<file path="config.mk">
export PLATFORM = sky130hd
export DESIGN_NAME = fir_coeff_sequencer_flat
export DESIGN_NICKNAME = d
export VERILOG_FILES = /design/src/rtl/fir_coeff_sequencer_pkg.sv /design/src/rtl/fir_coeff_sequencer_if.sv /design/src/rtl/fir_coeff_sequencer_warmup_cnt.sv /design/src/rtl/fir_coeff_sequencer.sv /design/src/flat_wrapper.sv
export SDC_FILE = /design/constraint.sdc
export NUM_CORES = 1
export LEC_CHECK = 0
export BUFFER_PORTS_ARGS = -buffer_cell sky130_fd_sc_hd__buf_2
export CORE_AREA = 3 3 71 140
export CTS_CLUSTER_DIAMETER = 120
export DETAILED_ROUTE_END_ITERATION = 8
export DIE_AREA = 0 0 74 143
export PLACE_DENSITY = 0.88
export SYNTH_ARGS = -nofsm -noshare
export SYNTH_HDL_FRONTEND = slang
export SYNTH_SLANG_ARGS = --single-unit
</file>
<file path="constraint.sdc">
create_clock -name clk -period 5.3 [get_ports clk]
set_input_delay 1.06 -clock clk [delete_from_list [all_inputs] [get_ports clk]]
set_output_delay 1.06 -clock clk [all_outputs]
set_load 0.01 [all_outputs]
</file>
<file path="src/rtl/fir_coeff_sequencer_pkg.sv">
// Shared definitions for the FIR coefficient sequencer: FSM states, size
// defaults, window-type codes and the filter-order clamp.
package fir_pkg;

  localparam int unsigned N_MAX_DEF = 256;
  localparam int unsigned IDX_W_DEF = 16;

  localparam logic [3:0] WIN_RECT     = 4'd0;
  localparam logic [3:0] WIN_HANN     = 4'd1;
  localparam logic [3:0] WIN_HAMMING  = 4'd2;
  localparam logic [3:0] WIN_BLACKMAN = 4'd3;

  typedef enum logic [2:0] {
    ST_IDLE      = 3'd0,
    ST_ISSUE     = 3'd1,
    ST_WAIT_RISE = 3'd2,
    ST_WAIT_FALL = 3'd3,
    ST_WRITE     = 3'd4,
    ST_SWAP_PEND = 3'd5,
    ST_RUN       = 3'd6
  } state_t;

  function automatic int unsigned clamp_n(input int unsigned n, input int unsigned n_max);
    return (n > n_max) ? n_max : n;
  endfunction

endpackage

</file>
<file path="src/rtl/fir_coeff_sequencer_if.sv">
// Generator handshake and coefficient-bank write bus between the sequencer
// (master) and the window generator / coefficient RAM (slave).
interface fir_coeff_sequencer_if #(
  parameter int unsigned IDX_W = 16
);
  logic                    win_en;
  logic [IDX_W-1:0]        win_idx;
  logic [3:0]              win_type;
  logic [7:0]              win_lgn;
  logic [15:0]             win_pi_phase;
  logic                    win_busy;
  logic signed [15:0]      win_data;
  logic                    coef_we;
  logic [IDX_W-1:0]        coef_addr;
  logic signed [15:0]      coef_wdata;
  logic                    coef_wbank;

  modport master (
    output win_en, win_idx, win_type, win_lgn, win_pi_phase,
    input  win_busy, win_data,
    output coef_we, coef_addr, coef_wdata, coef_wbank
  );

  modport slave (
    input  win_en, win_idx, win_type, win_lgn, win_pi_phase,
    output win_busy, win_data,
    input  coef_we, coef_addr, coef_wdata, coef_wbank
  );
endinterface

</file>
<file path="src/rtl/fir_coeff_sequencer_warmup_cnt.sv">
// Counts sample strobes after a bank swap, saturating at the tap count, and
// flags the filter output as settled once the delay line is full.
module fir_warmup_cnt
  import fir_pkg::*;
#(
  parameter int unsigned W = IDX_W_DEF + 1
) (
  input  logic         clk,
  input  logic         rst,
  input  logic         clr,
  input  logic         inc,
  input  logic [W-1:0] limit,
  output logic         valid
);

  logic [W-1:0] cnt;

  always_ff @(posedge clk) begin
    if (rst || clr) begin
      cnt <= '0;
    end else if (inc && (cnt != limit)) begin
      cnt <= cnt + 1'b1;
    end
  end

  assign valid = (cnt == limit);

endmodule

</file>
<file path="src/rtl/fir_coeff_sequencer.sv">
// Loads windowed-FIR coefficients tap by tap into the shadow bank, then swaps
// banks on a sample strobe. Optional watchdog: define FIR_SEQ_TIMEOUT_EN.
module fir_coeff_sequencer
  import fir_pkg::*;
#(
  parameter int unsigned N_MAX = N_MAX_DEF,
  parameter int unsigned IDX_W = IDX_W_DEF
`ifdef FIR_SEQ_TIMEOUT_EN
  ,
  parameter int unsigned TIMEOUT = 1024
`endif
) (
  input  logic                clk,
  input  logic                rst,
  input  logic                en,
  input  logic [3:0]          cfg_win_type,
  input  logic [IDX_W-1:0]    cfg_n,
  input  logic [7:0]          cfg_lgn,
  input  logic [15:0]         cfg_pi_phase,
  input  logic                sample_stb,
  fir_coeff_sequencer_if.master bus,
  output logic                bank_sel,
  output logic                load_busy,
  output logic                filt_valid,
  output logic                seq_err
);

  state_t             state;
  logic [IDX_W-1:0]   idx;
  logic [IDX_W-1:0]   n_r;
  logic [IDX_W-1:0]   n_live;
  logic [3:0]         win_type_r;
  logic signed [15:0] data_r;
  logic               rise_seen;
  logic               cfg_chg;
  logic               start_ok;
  logic               wu_clr;
  logic [IDX_W:0]     wu_limit;

  assign n_live  = IDX_W'(clamp_n(32'(cfg_n), N_MAX));
  assign cfg_chg = (cfg_win_type != win_type_r) || (n_live != n_r);

`ifdef FIR_SEQ_TIMEOUT_EN
  localparam int unsigned TMO_W = $clog2(TIMEOUT + 1);

  logic [TMO_W-1:0] tmo_cnt;
  logic             armed;
  logic             waiting;
  logic             tmo_hit;

  assign waiting  = ((state == ST_WAIT_RISE) && !(bus.win_busy || rise_seen)) ||
                    ((state == ST_WAIT_FALL) && bus.win_busy);
  assign tmo_hit  = waiting && (tmo_cnt == TMO_W'(TIMEOUT - 1));
  assign start_ok = armed;

  // A timeout parks the block in IDLE until en has been cycled low.
  always_ff @(posedge clk) begin
    if (rst) begin
      tmo_cnt <= '0;
      armed   <= 1'b1;
      seq_err <= 1'b0;
    end else begin
      tmo_cnt <= waiting ? tmo_cnt + 1'b1 : '0;
      if (!en) begin
        armed <= 1'b1;
      end else if (!cfg_chg && tmo_hit) begin
        armed   <= 1'b0;
        seq_err <= 1'b1;
      end
    end
  end
`else
  assign start_ok = 1'b1;
  assign seq_err  = 1'b0;
`endif

  always_ff @(posedge clk) begin
    if (rst) begin
      state      <= ST_IDLE;
      idx        <= '0;
      n_r        <= '0;
      win_type_r <= '0;
      data_r     <= '0;
      rise_seen  <= 1'b0;
      bank_sel   <= 1'b0;
    end else if (!en) begin
      state <= ST_IDLE;
    end else if ((state != ST_IDLE) && cfg_chg) begin
      // Restart discards the shadow contents; the active bank is never touched.
      state      <= ST_ISSUE;
      idx        <= '0;
      n_r        <= n_live;
      win_type_r <= cfg_win_type;
`ifdef FIR_SEQ_TIMEOUT_EN
    end else if (tmo_hit) begin
      state <= ST_IDLE;
`endif
    end else begin
      case (state)
        ST_IDLE: begin
          if (start_ok) begin
            state      <= ST_ISSUE;
            idx        <= '0;
            n_r        <= n_live;
            win_type_r <= cfg_win_type;
          end
        end
        ST_ISSUE: begin
          // Busy may already rise alongside win_en; remember it for WAIT_RISE.
          rise_seen <= bus.win_busy;
          state     <= ST_WAIT_RISE;
        end
        ST_WAIT_RISE: begin
          if (bus.win_busy || rise_seen) begin
            state <= ST_WAIT_FALL;
          end
        end
        ST_WAIT_FALL: begin
          if (!bus.win_busy) begin
            data_r <= bus.win_data;
            state  <= ST_WRITE;
          end
        end
        ST_WRITE: begin
          if (idx == n_r) begin
            state <= ST_SWAP_PEND;
          end else begin
            idx   <= idx + 1'b1;
            state <= ST_ISSUE;
          end
        end
        ST_SWAP_PEND: begin
          if (sample_stb) begin
            bank_sel <= ~bank_sel;
            state    <= ST_RUN;
          end
        end
        ST_RUN: begin
          state <= ST_RUN;
        end
        default: begin
          state <= ST_IDLE;
        end
      endcase
    end
  end

  // Counter is held cleared outside RUN and on any edge that leaves RUN.
  assign wu_clr   = !en || cfg_chg || (state != ST_RUN);
  assign wu_limit = {1'b0, n_r} + 1'b1;

  fir_warmup_cnt #(
    .W(IDX_W + 1)
  ) u_warmup (
    .clk  (clk),
    .rst  (rst),
    .clr  (wu_clr),
    .inc  (sample_stb),
    .limit(wu_limit),
    .valid(filt_valid)
  );

  assign bus.win_en       = (state == ST_ISSUE);
  assign bus.win_idx      = idx;
  assign bus.win_type     = win_type_r;
  assign bus.win_lgn      = cfg_lgn;
  assign bus.win_pi_phase = cfg_pi_phase;
  assign bus.coef_we      = (state == ST_WRITE);
  assign bus.coef_addr    = idx;
  assign bus.coef_wdata   = data_r;
  assign bus.coef_wbank   = ~bank_sel;

  assign load_busy = (state != ST_IDLE) && (state != ST_RUN);

endmodule

</file>
<file path="src/flat_wrapper.sv">
// flat-port wrapper written by rule: the top's interface ports become plain ports
module fir_coeff_sequencer_flat import fir_pkg::*;
#(
  parameter int unsigned N_MAX = N_MAX_DEF,
  parameter int unsigned IDX_W = IDX_W_DEF

)
  (clk, rst, en, cfg_win_type, cfg_n, cfg_lgn, cfg_pi_phase, sample_stb, bank_sel, load_busy, filt_valid, seq_err, bus_win_en, bus_win_idx, bus_win_type, bus_win_lgn, bus_win_pi_phase, bus_win_busy, bus_win_data, bus_coef_we, bus_coef_addr, bus_coef_wdata, bus_coef_wbank);
  fir_coeff_sequencer_if #(.IDX_W(IDX_W)) bus_i ();
  input  logic clk;
  input  logic rst;
  input  logic en;
  input  logic [3:0] cfg_win_type;
  input  logic [IDX_W-1:0] cfg_n;
  input  logic [7:0] cfg_lgn;
  input  logic [15:0] cfg_pi_phase;
  input  logic sample_stb;
  output logic bank_sel;
  output logic load_busy;
  output logic filt_valid;
  output logic seq_err;
  output wire logic [$bits(bus_i.win_en)-1:0] bus_win_en;
  output wire logic [$bits(bus_i.win_idx)-1:0] bus_win_idx;
  output wire logic [$bits(bus_i.win_type)-1:0] bus_win_type;
  output wire logic [$bits(bus_i.win_lgn)-1:0] bus_win_lgn;
  output wire logic [$bits(bus_i.win_pi_phase)-1:0] bus_win_pi_phase;
  input wire logic [$bits(bus_i.win_busy)-1:0] bus_win_busy;
  input wire logic [$bits(bus_i.win_data)-1:0] bus_win_data;
  output wire logic [$bits(bus_i.coef_we)-1:0] bus_coef_we;
  output wire logic [$bits(bus_i.coef_addr)-1:0] bus_coef_addr;
  output wire logic [$bits(bus_i.coef_wdata)-1:0] bus_coef_wdata;
  output wire logic [$bits(bus_i.coef_wbank)-1:0] bus_coef_wbank;
  assign bus_win_en = bus_i.win_en;
  assign bus_win_idx = bus_i.win_idx;
  assign bus_win_type = bus_i.win_type;
  assign bus_win_lgn = bus_i.win_lgn;
  assign bus_win_pi_phase = bus_i.win_pi_phase;
  assign bus_i.win_busy = bus_win_busy;
  assign bus_i.win_data = bus_win_data;
  assign bus_coef_we = bus_i.coef_we;
  assign bus_coef_addr = bus_i.coef_addr;
  assign bus_coef_wdata = bus_i.coef_wdata;
  assign bus_coef_wbank = bus_i.coef_wbank;
  fir_coeff_sequencer #(.N_MAX(N_MAX), .IDX_W(IDX_W)) u_core (.clk(clk), .rst(rst), .en(en), .cfg_win_type(cfg_win_type), .cfg_n(cfg_n), .cfg_lgn(cfg_lgn), .cfg_pi_phase(cfg_pi_phase), .sample_stb(sample_stb), .bus(bus_i), .bank_sel(bank_sel), .load_busy(load_busy), .filt_valid(filt_valid), .seq_err(seq_err));
endmodule
</file>
# Word-level counts from Yosys, hierarchy flattened
# Index checks and enable logic that the tools add are counted.
# W data, S select, Z words.
classes:
  addsub: 3
  order_cmp: 1
  n_eq_ne: 19
  n_mux: 14
  bitwise: 4
  n_reduce_logical: 22
op_table:
  columns: ["op", "n"]
  rows:
  - ["$mux W16", 5]
  - ["$pmux W16 S2", 1]
  - ["$pmux W3 S7", 1]
  - ["$add A16 B1 Y17 const B", 1]
  - ["$add A17 B1 Y17 const B", 1]
  - ["$eq A17 B17 Y1", 1]
  - ["$ne A17 B17 Y1", 1]
  - ["$add A16 B1 Y16 const B", 1]
  - ["$eq A16 B16 Y1", 1]
  - ["$gt A16 B9 Y1 const B", 1]
  - ["$ne A16 B16 Y1", 1]
  - ["$mux W3", 4]
  - ["$reduce_and A3 Y1", 4]
  - ["$eq A3 B3 Y1 const B", 3]
  - ["$ne A3 B2 Y1 const B", 3]
  - ["$mux W4", 2]
  - ["$reduce_and A4 Y1", 2]
  - ["$eq A3 B2 Y1 const B", 2]
  - ["$reduce_bool A3 Y1", 2]
  - ["$logic_or A1 B1 Y1", 5]
  - ["$ne A2 B2 Y1 const B", 2]
  - ["$ne A4 B4 Y1", 1]
  - ["$not A1 Y1", 4]
  - ["$eq A3 B1 Y1 const B", 1]
  - ["other kinds (11)", 13]
totals:
  reg_bits: 74
  in_bits: 65
  output_inout_bits: 83
  elab_cells: 72

# Depth between registers and ports, before layout
# Gate-level depths: netlist (run 1).
logic_depth:
  ltp_word: 7
  mapped_depth: 10

# Cells and area by module
# From an unflattened synthesis (run 1), not the netlist that was laid out.
unflattened:
  cells_unflattened: 593
  hier_area_um2: 4938.5
modules_own_cells:
  columns: ["mod", "instances", "cells_per_inst", "area_each_um2", "seq_area_each_um2"]
  rows:
  - ["fir_coeff_sequencer", 1, 468, 3873.7, 1141.1]
  - ["fir_warmup_cnt", 1, 125, 1064.8, 340.3]

# Worst setup path after synthesis (run 1)
# Ideal clock, no wire load.
synth_path:
  kind: "input to register"
  start: "input port cfg_n[12]"
  end: "register u_core.win_type_r[0] (netlist: u_core.bus.win_type[0])"
  arrival_time_ps: 3251
  required_time_ps: 5169
  setup_slack_ps: 1918
  cell_stages: 8
  n_path_buf: 1
  path_cell_list: "or4_4 -> or2_4 -> nor4_4 -> o2111ai_4 -> o31a_4 -> buf_6 -> mux2i_1 -> nor2_1"
synth_between:
  elab_chain_len: 7
synth_lines:
  columns: ["item", "line_no", "rtl"]
  rows:
  - ["start: declaration", "flat_wrapper.sv:14", "input logic [IDX_W-1:0] cfg_n;"]
  - ["$gt A16 B9 Y1", "fir_coeff_sequencer_pkg.sv:24", "return (n > n_max) ? n_max : n;"]
  - ["$mux W16 (*)", "fir_coeff_sequencer_pkg.sv:24", null]
  - ["$ne A16 B16 Y1 (*)", "fir_coeff_sequencer.sv:41", "assign cfg_chg = (cfg_win_type != win_type_r) || (n_live != n_r);"]
  - ["$logic_or A1 B1 Y1 (*)", "fir_coeff_sequencer.sv:41", null]
  - ["$logic_and A1 B1 Y1 (*)", "fir_coeff_sequencer.sv:88", "end else if ((state != ST_IDLE) && cfg_chg) begin"]
  - ["$reduce_bool A2 Y1 (no source line)", null, null]
  - ["$reduce_and A2 Y1 (no source line)", null, null]
  - ["end signal: assignment", "fir_coeff_sequencer.sv:93", "win_type_r <= cfg_win_type;"]
  - ["end signal: assignment", "fir_coeff_sequencer.sv:105", "win_type_r <= cfg_win_type;"]
  - ["end: declaration", "fir_coeff_sequencer.sv:32", "logic [3:0] win_type_r;"]
# Every way passes the cells marked *; elsewhere a longest branch is shown, timed or not.
# A chain may end at the register's enable or synchronous reset.

# Worst setup path after layout (run 1)
layout_path:
  start: "register u_core.n_r[2]"
  end: "output port filt_valid"
layout_between:
  elab_chain_len: 2
layout_lines:
  columns: ["item", "line_no", "rtl"]
  rows:
  - ["start: declaration", "fir_coeff_sequencer.sv:30", "logic [IDX_W-1:0] n_r;"]
  - ["start signal: assignment", "fir_coeff_sequencer.sv:92", "n_r <= n_live;"]
  - ["start signal: assignment", "fir_coeff_sequencer.sv:104", "n_r <= n_live;"]
  - ["$add A16 B1 Y17", "fir_coeff_sequencer.sv:150", "assign wu_limit = {1'b0, n_r} + 1'b1;"]
  - ["$eq A17 B17 Y1", "fir_coeff_sequencer_warmup_cnt.sv:26", "assign valid = (cnt == limit);"]
  - ["end: declaration", "flat_wrapper.sv:20", "output logic filt_valid;"]
# Every way passes these cells.

==> impl_results.md, run 1 <==
* RR Startpoint: u_core.n_r[2]$_SDFFE_PP0P_
* Hold Path Class: register to register
* 1st-iter DRT viols at 450
* Family with the most delay on the worst path: simple AND/OR/NAND/NOR gates
* PD cells at 227 nW/µm²
* Crit path capture type: primary output
* Gr usage total at 26.5%
* Setup TNS at 0 ns
* R2R setup slack at 1.66 ns
* Post-cts gate resize count at 0
* Highest Clock Rate at 264 MHz
* Crit path kind: register to primary output
* Worst hold slack at 0.475 ns
* Final net count at 707
* Clk_lat worst skew at 0.34 ns
* Die H at 143 µm
* Max_slew headroom at 19.0%
* Row cnt at 49
* Hold path cells at 2
* Antenna-violating nets left at 0
* YS warnings at 0
* Initial Util at 56.4%
* Outcome: complete, no violations
* Post-synth EDFFs at 0
* Crit path launch type: register
* Least-Margin Pin Slew at 1.21 ns
* Crit path buf inv count at 1
* RSZ-0062 raised after global routing: false
* Avg Inst Size Synth at 8.42 µm²
* Min-delay src: u_core.bus.coef_wdata[4]$_SDFFE_PP0P_
* Number of I/O port buffers at 98
* Final Hold Viols at 0
* Syn-to-layout area delta at 6.54%
* Number of post-CTS setup repair buffers at 0
* Vias in the first global route at 4,774
* Max incr delay on CP at 0.69 ns
* Post-synthesis sequential area ratio at 29.1%
* R2R depth at 7
* Max Cap Viol at 0
* First-pass GRT wire length at 22.0 mm
* Leading cell type in the layout, fill and taps excluded: buf_2
* Hpwl dp at 10.2 mm
* Peak supply drop at 0.000165 V
* Arr. time, crit path at 2.73 ns
* Total Die Area at 10,600 µm²
* Final setup vio count at 0
* Hold buffers post-CTS at 0
* Clock Skews at 0.0118 ns
* Worst Path Max Fanout at 12
* Slowest-stage cell, CP: dfxtp_1
* Clock buffer count from CTS at 9
* I/O pin total at 148
* H-tree Lvls at 3
* Setup slack after layout at 1.51 ns
* Largest net degree at the start of global routing at 41
* Vias at 4,748
* First drt pass iteration count at 5
* Reg2reg end: u_core.u_warmup.cnt[5]$_SDFFE_PP0P_
* Synth cell types at 78
* Die W at 74 µm
* Syn Nets at 676
* #FFs+latches synth at 74
* Hold Path Sink: u_core.bus.coef_wdata[4]$_SDFFE_PP0P_
* Clk sink count at 74
* Clk buf depth at 2
* Min Tclk post-route at 3.79 ns
* CP Cell Sequence: nand4_4, or4_1, a211o_1, and3_4, nor2_1, and4b_1, buf_2
* Via density at 6.40
* Number of remaining DRC errors at 0
* Antenna violations before repair at 0
* Core ar. at 9010 µm²
* Routed WL at 13.4 mm
* Root Buffer Master: clkbuf_16
* Commonest cells after routing, fill and taps aside: 98 x buf_2, 74 x dfxtp_1, 47 x nand3_1
* Leakage at 2.19 nW
* CP required at 4.24 ns
* Share of layout cells above drive strength 1 at 23.9%
* Total grt overflow at 0
* Tcrit/Tclk final at 71.5%
* Post-place setup slack at 1.48 ns
* Async set-reset flop share out of synthesis at 0%
* Wirelength per Cell at 18.1 µm
* Commonest register cell after synthesis: dfxtp_1
* TritonCTS clock tree: built
* GPL Wtd Cong at 0.929
* Max-slew violations at 0
* Ant diodes at 0
* Mapped Cells at 604
* Netlist Area Pre-Place at 5090 µm²
* Clk pin slew, worst setup/hold paths at 0.05 ns
[Yosys cell counts, drive strengths merged (6+ instances only)]
library cell  instances  area (µm²)
dfxtp                74        1480
buf                  66         497
a21oi                50         273
nand3                48         253
o21ai                38         190
nand2                36         135
nor2                 33         141
xor2                 27         236
nand4                24         171
xnor2                20         175
or3                  15        93.8
nand2b               14         133
and3                 13        86.3
inv                  13        48.8
nor3                 11        60.1
and2                 10        62.6
clkbuf               10        51.3
nand3b                8        60.1
nor4                  8        80.1
o211ai                8        60.1
ha                    7        87.6
or4                   6        56.3
[worst max path at each step]
| stage | slack (ns) | cells after the start | start | to |
|---|---|---|---|---|
| 2_1_floorplan | 1.92 | 8 | cfg_n[12] | u_core.bus.win_type[0]$_SDFFE_PP0P_ |
| 3_5_place_dp | 1.48 | 8 | cfg_n[12] | u_core.bus.coef_addr[6]$_SDFFE_PP0P_ |
| 5_1_grt | 1.35 | 7 | u_core.n_r[0]$_SDFFE_PP0P_ | filt_valid |
| 6_report | 1.51 | 7 | u_core.n_r[2]$_SDFFE_PP0P_ | filt_valid |
| 3_3_place_gp | 1.56 | 8 | cfg_n[12] | u_core.bus.coef_addr[10]$_SDFFE_PP0P_ |
| 4_1_cts | 1.52 | 7 | u_core.n_r[2]$_SDFFE_PP0P_ | filt_valid |
[kinds of logic (layout without fill, tap and decap cells)]
logic type	Yosys count	in the layout	synth area share, %
adder cells (fa/ha/maj)	7	7	1.72
multiplexers	5	5	0.984
buffers and inverters	91	127	12.1
XOR/XNOR	47	47	8.09
AO/OA/AOI/OAI	130	130	17.8
other	1	1	0.0737
AND/OR/NAND/NOR	249	249	30.0
flip-flops	74	74	29.1
[routing by layer]
layer  vias up  wire [µm]  track usage, %
li1       2192          -               -
met1      2276       4490            25.4
met2       210       7420            47.2
met3        70        758            6.20
met4         0        771            19.5
met5         -          0               0
[sequential cells by signal, summed over array words and instances, names as in the netlist]
signal	flops
u_core.bank_sel	1
u_core.rise_seen	1
u_core.bus.win_type	4
u_core.bus.coef_wdata	16
u_core.n_r	16
u_core.state	3
u_core.bus.coef_addr	16
u_core.u_warmup.cnt	17
[stage by stage]
step           power [mW]  instance area (µm²)  std cells  util, %
3_5_place_dp        0.667                 5140        726     57.0
4_1_cts              1.24                 5420        742     60.1
6_report             1.23                 5420        742     60.1
2_1_floorplan       0.656                 5090        604        -
3_3_place_gp        0.663                 5140        726     57.0
5_1_grt              1.27                 5420        742     60.1
[tightest hold or removal path, cell delays in order (launching register included)]
cell and delay (ns):
dfxtp_1 0.30, o21ai_0 0.06, a21oi_1 0.06
[final cells by class]
type / count / area (µm²)
Timing Repair Buffer: 98 / 490
Sequential cell: 74 / 1480
Tap cell: 102 / 128
Inverter: 13 / 48.8
Clock inverter: 4 / 26.3
Multi-Input combinational cell: 439 / 2990
Clock buffer: 12 / 256
Fill cell: 746 / 3590
[where the power goes]
part | internal [mW] | leakage [nW] | switching (mW) | total (mW)
Clock | 0.342 | 0.139 | 0.234 | 0.575
Combinational | 0.0358 | 1.46 | 0.0561 | 0.0919
Sequential | 0.560 | 0.597 | 0.00467 | 0.565
Total | 0.937 | 2.19 | 0.295 | 1.23
(Power assumes the default switching activity.)
==> run 2, diff against run 1 <==
- CORE_AREA: 3 3 71 140 -> 3 3 74 145
- DIE_AREA: 0 0 74 143 -> 0 0 77 148
- PLACE_DENSITY: 0.88 -> 0.82
- clock period: 5.3 -> 3.8 ns (I/O delays scaled with it)
==> impl_results.md, run 2 (synthesis results as in run 1) <==
* Max reg flops at 17 (unchanged)
* Total grt overflow at 0 (unchanged)
* Antenna violations before repair at 0 (unchanged)
* Peak supply drop at 0.000247 V (+49%)
* Clock buffer count from CTS at 9 (unchanged)
* Syn-to-layout area delta at 9.54%
* Share of layout cells above drive strength 1 at 25.0% (+1.1 points)
* Clk buf depth at 2 (unchanged)
* FF/Latch Area at 1480 µm² (unchanged)
* H-tree Lvls at 3 (unchanged)
* Final Hold Viols at 0 (unchanged)
* I/O pin total at 148 (unchanged)
* Ant diodes at 0 (unchanged)
* R2R depth at 8 (+1)
* Least-Margin Pin Slew at 0.944 ns (-0.267 ns)
* Antenna-violating nets left at 0 (unchanged)
* GPL Wtd Cong at 0.921 (-0.83%)
* Max-slew violations at 0 (unchanged)
* Initial Util at 52.1% (-4.3 points)
* Gr usage total at 24.2% (-2.4 points)
* Highest Clock Rate at 281 MHz
* Tcrit/Tclk final at 93.7%
* Max_slew headroom at 37.0% (+18 points)
* Clk_lat worst skew at 0.34 ns (about the same)
* Post-route insts no fill at 781 (+5.3%)
* Hold path cells at 2 (unchanged)
* Biggest register: u_core.u_warmup.cnt
* Vias at 4,727 (-0.44%)
* Arr. time, crit path at 2.80 ns (+0.07 ns)
* TritonCTS clock tree: built
* Worst Path Max Fanout at 11 (-1)
* Slowest-stage cell, CP: dfxtp_1
* Number of I/O port buffers at 98 (unchanged)
* Number of remaining DRC errors at 0 (unchanged)
* Clock Skews at 0.00447 ns (-0.00733 ns)
* Hold Path Class: register to register
* RSZ-0062 raised after global routing: false
* Commonest cells after routing, fill and taps aside: 98 x buf_2, 74 x dfxtp_1, 47 x nand3_1
* Row cnt at 51 (+4.1%)
* Worst path depth at 7 (unchanged)
* Vias in the first global route at 4,662 (-2.3%)
* Outcome: complete, no violations
* Leakage at 2.26 nW (+3.3%)
* Die W at 77 µm (+4.1%)
* Clk sink count at 74 (unchanged)
* Wirelength per Cell at 17.5 µm (-3.2%)
* Root Buffer Master: clkbuf_16
* First drt pass iteration count at 4 (-1)
* Crit path buf inv count at 1 (unchanged)
* Final net count at 716 (+1.3%)
* Hpwl dp at 10.2 mm (-0.10%)
* PD cells at 333 nW/µm² (+46%)
* Crit path kind: register to primary output
* Max Cap Viol at 0 (unchanged)
* First-pass GRT wire length at 22.3 mm (+1.5%)
* Family with the most delay on the worst path: simple AND/OR/NAND/NOR gates
* Post-Place Cells at 765 (+5.4%)
* Hold buffers post-CTS at 0 (unchanged)
* Clk pin slew, worst setup/hold paths at 0.05 ns (about the same)
* CP required at 3.04 ns (-1.20 ns)
* Crit path launch type: register
* CP Cell Sequence: nand2_1, or4_1, a211o_1, and3_4, nor2_1, and4b_1, buf_2
* Number of post-CTS setup repair buffers at 0 (unchanged)
* Setup TNS at 0 ns (unchanged)
* Routed WL at 13.7 mm (+1.9%)
* Core ar. at 9760 µm² (+8.3%)
* Fill count at 829 (+11%)
* Crit path capture type: primary output
* Worst hold slack at 0.473 ns (-0.00256 ns)
* Largest net degree at the start of global routing at 41 (unchanged)
* Footprint of the multi-input gates at 2990 µm² (unchanged)
* Leading cell type in the layout, fill and taps excluded: buf_2
* 1st-iter DRT viols at 273 (-39%)
* Via density at 6.05 (-5.4%)
* Max incr delay on CP at 0.65 ns (-0.04 ns)
* Die H at 148 µm (+3.5%)
* Final setup vio count at 0 (unchanged)
* Total Die Area at 11,400 µm² (+7.7%)
* Min Tclk post-route at 3.56 ns
* Post-cts gate resize count at 0 (unchanged)
-- run 2: changes by cell type in the layout (fill, tap and decap cells not counted), sizes merged --
cell | before | now
bufinv | 0 | 2
buf | 98 | 107
clkinvlp | 1 | 0
clkinv | 3 | 2
-- run 2: area by class of cell --
cell class                 instances  area share, %
timing repair buffer             107           10.0
clock buffer                      12           4.60
sequential                        74           26.6
inverter                          13          0.876
clock inverter                     4           1.32
tap                              132           2.96
multi-input combinational        439           53.6
-- run 2: worst register-to-register path: cells and delay by family, from the launching register on --
| kind | cells | cell delay (ns) |
|---|---|---|
| buf+inv | 1 | 0.31 |
| compound gates | 4 | 0.92 |
| flops | 1 | 0.65 |
| simple gates | 3 | 1.08 |
-- run 2: report_power, final --
part           switching, mW  internal [mW]  total [mW]
combinational         0.0792         0.0513       0.130
clock                  0.326          0.611       0.937
sequential           0.00639          0.781       0.787
total                  0.412           1.44        1.85
-- run 2: final timing paths --
path,startpoint,endpoint,slack [ns]
max,u_core.n_r[0]$_SDFFE_PP0P_,filt_valid,0.24
min reg2reg,u_core.bus.coef_wdata[15]$_SDFFE_PP0P_,u_core.bus.coef_wdata[15]$_SDFFE_PP0P_,0.47
max reg2reg,u_core.n_r[0]$_SDFFE_PP0P_,u_core.u_warmup.cnt[13]$_SDFFE_PP0P_,0.75
min,u_core.bus.coef_wdata[15]$_SDFFE_PP0P_,u_core.bus.coef_wdata[15]$_SDFFE_PP0P_,0.47
-- run 2: per-layer routing --
metal | wire length (µm) | track usage (%)
met1 | 4740 | 22.8
met2 | 7500 | 45.2
met3 | 702 | 5.00
met4 | 757 | 17.4
met5 | 0 | 0
-- run 2: metrics by stage --
stage          area, µm²  utilization, %  power [mW]  worst slack (ns)
3_3_place_gp        5240            53.7       0.928             0.443
5_1_grt             5570            57.1        1.91            0.0808
6_report            5570            57.1        1.85             0.238
4_1_cts             5570            57.1        1.86             0.270
2_1_floorplan       5090               -       0.915             0.718
3_5_place_dp        5240            53.7       0.932             0.341
==> run 3, diff against run 2 <==
- clock period: 3.8 -> 3.7 ns (I/O delays scaled with it)
==> impl_results.md, run 3 (synthesis results as in run 1) <==
* Peak supply drop at 0.000306 V (+24%)
* Core ar. at 9760 µm² (unchanged)
* Leading cell type in the layout, fill and taps excluded: buf_2
* Routed WL at 13.8 mm (+0.78%)
* TritonCTS clock tree: built
* Post-place setup slack at 0.320 ns (-0.0207 ns)
* Clock power share at 47.5% (-3.0 points)
* RSZ-0062 raised after global routing: false
* Reg2reg end: u_core.u_warmup.cnt[13]$_SDFFE_PP0P_
* Psw at 403 µW (-2.0%)
* Highest Clock Rate at 283 MHz
* Least-Margin Pin Slew at 0.868 ns (-0.0763 ns)
* Syn-to-layout area delta at 8.98%
* Arr. time, crit path at 2.79 ns (about the same)
* Worst hold slack at 0.471 ns (-0.00187 ns)
* H-tree Lvls at 3 (unchanged)
* Clk pin slew, worst setup/hold paths at 0.05 ns (about the same)
* Share of layout cells above drive strength 1 at 24.9% (-0.038 points)
* Sw Ratio at 22.5% (+0.29 points)
* Final Cell Area at 5540 µm² (-0.52%)
* Max_slew headroom at 42.1% (+5.1 points)
* Number of remaining DRC errors at 0 (unchanged)
* Internal at 1.39 mW (-3.6%)
* Biggest register: u_core.u_warmup.cnt
* Hpwl dp at 10.5 mm (+3.1%)
* Hold buffers post-CTS at 0 (unchanged)
* Min Tclk post-route at 3.53 ns
* Via density at 6.01 (-0.78%)
* Row cnt at 51 (unchanged)
* Outcome: complete, no violations
* Max-slew violations at 0 (unchanged)
* Max Cap Viol at 0 (unchanged)
* Die H at 148 µm (unchanged)
* Total Die Area at 11,400 µm² (unchanged)
* Clk buf depth at 2 (unchanged)
* I/O pin total at 148 (unchanged)
* Tcrit/Tclk final at 95.4%
* Crit path launch type: register
* First drt pass iteration count at 6 (+2)
* Ant diodes at 0 (unchanged)
* Final net count at 718 (+0.28%)
* CP Cell Sequence: nand2_1, or4_1, a211o_1, and3_4, nor2_1, and4b_1, buf_2
* Vias in the first global route at 4,861 (+4.3%)
* Max reg flops at 17 (unchanged)
* Gr usage total at 24.5% (+0.29 points)
* Hold Path Class: register to register
* Slowest-stage cell, CP: dfxtp_1
* Final Hold Viols at 0 (unchanged)
* PD cells at 324 nW/µm² (-2.8%)
* Final setup vio count at 0 (unchanged)
* Final core occ at 56.8% (-0.29 points)
* Placed Area at 5260 µm² (+0.29%)
* Clock buffer count from CTS at 9 (unchanged)
* Comb power frac at 7.6% (+0.6 points)
* GPL Wtd Cong at 0.922 (+0.11%)
* First-pass GRT wire length at 22.7 mm (+1.6%)
* Total grt overflow at 0 (unchanged)
* RR Startpoint: u_core.n_r[1]$_SDFFE_PP0P_
* Number of post-CTS setup repair buffers at 0 (unchanged)
* Antenna-violating nets left at 0 (unchanged)
* 1st-iter DRT viols at 271 (-0.73%)
* Initial Util at 52.1% (unchanged)
* Critical path capture point: filt_valid
* Die W at 77 µm (unchanged)
* Crit path capture type: primary output
* Post-cts gate resize count at 0 (unchanged)
* Leakage at 2.25 nW (-0.49%)
* Commonest cells after routing, fill and taps aside: 98 x buf_2, 74 x dfxtp_1, 47 x nand3_1
* R2R setup slack at 0.64 ns (-0.11 ns)
* Crit path kind: register to primary output
* CP Launch Point: u_core.n_r[1]$_SDFFE_PP0P_
* Clock Skews at 0.00675 ns (+0.00228 ns)
* Design Power at 1.79 mW (-3.3%)
* Clk sink count at 74 (unchanged)
* Seq pwr share at 45.0% (+2.5 points)
* Largest net degree at the start of global routing at 41 (unchanged)
* CP required at 2.96 ns (-0.08 ns)
* Setup slack after layout at 0.170 ns (-0.0682 ns)
* Wirelength per Cell at 17.7 µm (+0.65%)
* Worst Path Max Fanout at 10 (-1)
* Root Buffer Master: clkbuf_16
* Hold path cells at 2 (unchanged)
* Max incr delay on CP at 0.67 ns (+0.02 ns)
* Clk_lat worst skew at 0.33 ns (about the same)
* Antenna violations before repair at 0 (unchanged)
* Setup TNS at 0 ns (unchanged)
* Post-Place Cells at 767 (+0.26%)
* Vias at 4,696 (-0.66%)
* R2R depth at 8 (unchanged)
* Number of I/O port buffers at 98 (unchanged)
* Post-route insts no fill at 782 (+0.13%)
[run 3: worst max-delay path: cells and delay by family (launching register included)]
kind,cells,cell delay (ns)
and+or+nand+nor,5,1.35
DFF,1,0.67
AOI/OAI and AO/OA,1,0.31
buffers and inverters,1,0.13
[run 3: final cells by class]
| cell class | count | area (µm²) |
|---|---|---|
| Clock buffer | 12 | 246 |
| Tap cell | 132 | 165 |
| Clock inverter | 3 | 40.0 |
| Sequential cell | 74 | 1480 |
| Multi-Input combinational cell | 439 | 2990 |
| Fill cell | 885 | 4220 |
| Timing Repair Buffer | 109 | 573 |
| Inverter | 13 | 48.8 |
[run 3: how the worst min path moves through the flow]
stage / start / slack, ns / endpoint
floorplan: u_core.u_warmup.cnt[1]$_SDFFE_PP0P_ / 0.47 / u_core.u_warmup.cnt[1]$_SDFFE_PP0P_
CTS: u_core.bus.coef_wdata[8]$_SDFFE_PP0P_ / 0.47 / u_core.bus.coef_wdata[8]$_SDFFE_PP0P_
global route: u_core.bus.coef_wdata[8]$_SDFFE_PP0P_ / 0.49 / u_core.bus.coef_wdata[8]$_SDFFE_PP0P_
finish: u_core.bus.coef_wdata[8]$_SDFFE_PP0P_ / 0.47 / u_core.bus.coef_wdata[8]$_SDFFE_PP0P_
global placement: u_core.bus.coef_wdata[1]$_SDFFE_PP0P_ / 0.46 / u_core.bus.coef_wdata[1]$_SDFFE_PP0P_
detailed placement: u_core.bus.coef_wdata[8]$_SDFFE_PP0P_ / 0.46 / u_core.bus.coef_wdata[8]$_SDFFE_PP0P_
[run 3: layer usage]
layer	global-route usage [%]	up-vias	routed length [µm]	part of all wire [%]
li1	-	2215	-	-
met2	46.7	204	7620	55
met1	22.2	2208	4560	33
met4	18.3	0	868	6.3
met3	4.63	69	758	5.5
met5	0	-	0	0
[run 3: power by group through the flow]
| stage | combinational (mW) | sequential, mW | clock, mW |
|---|---|---|---|
| after floorplan | 0.115 | 0.824 | 0 |
| final | 0.136 | 0.807 | 0.851 |
| after global placement | 0.131 | 0.824 | 0 |
| after CTS | 0.135 | 0.807 | 0.860 |
| after detailed placement | 0.134 | 0.824 | 0 |
| after global routing | 0.148 | 0.807 | 0.890 |
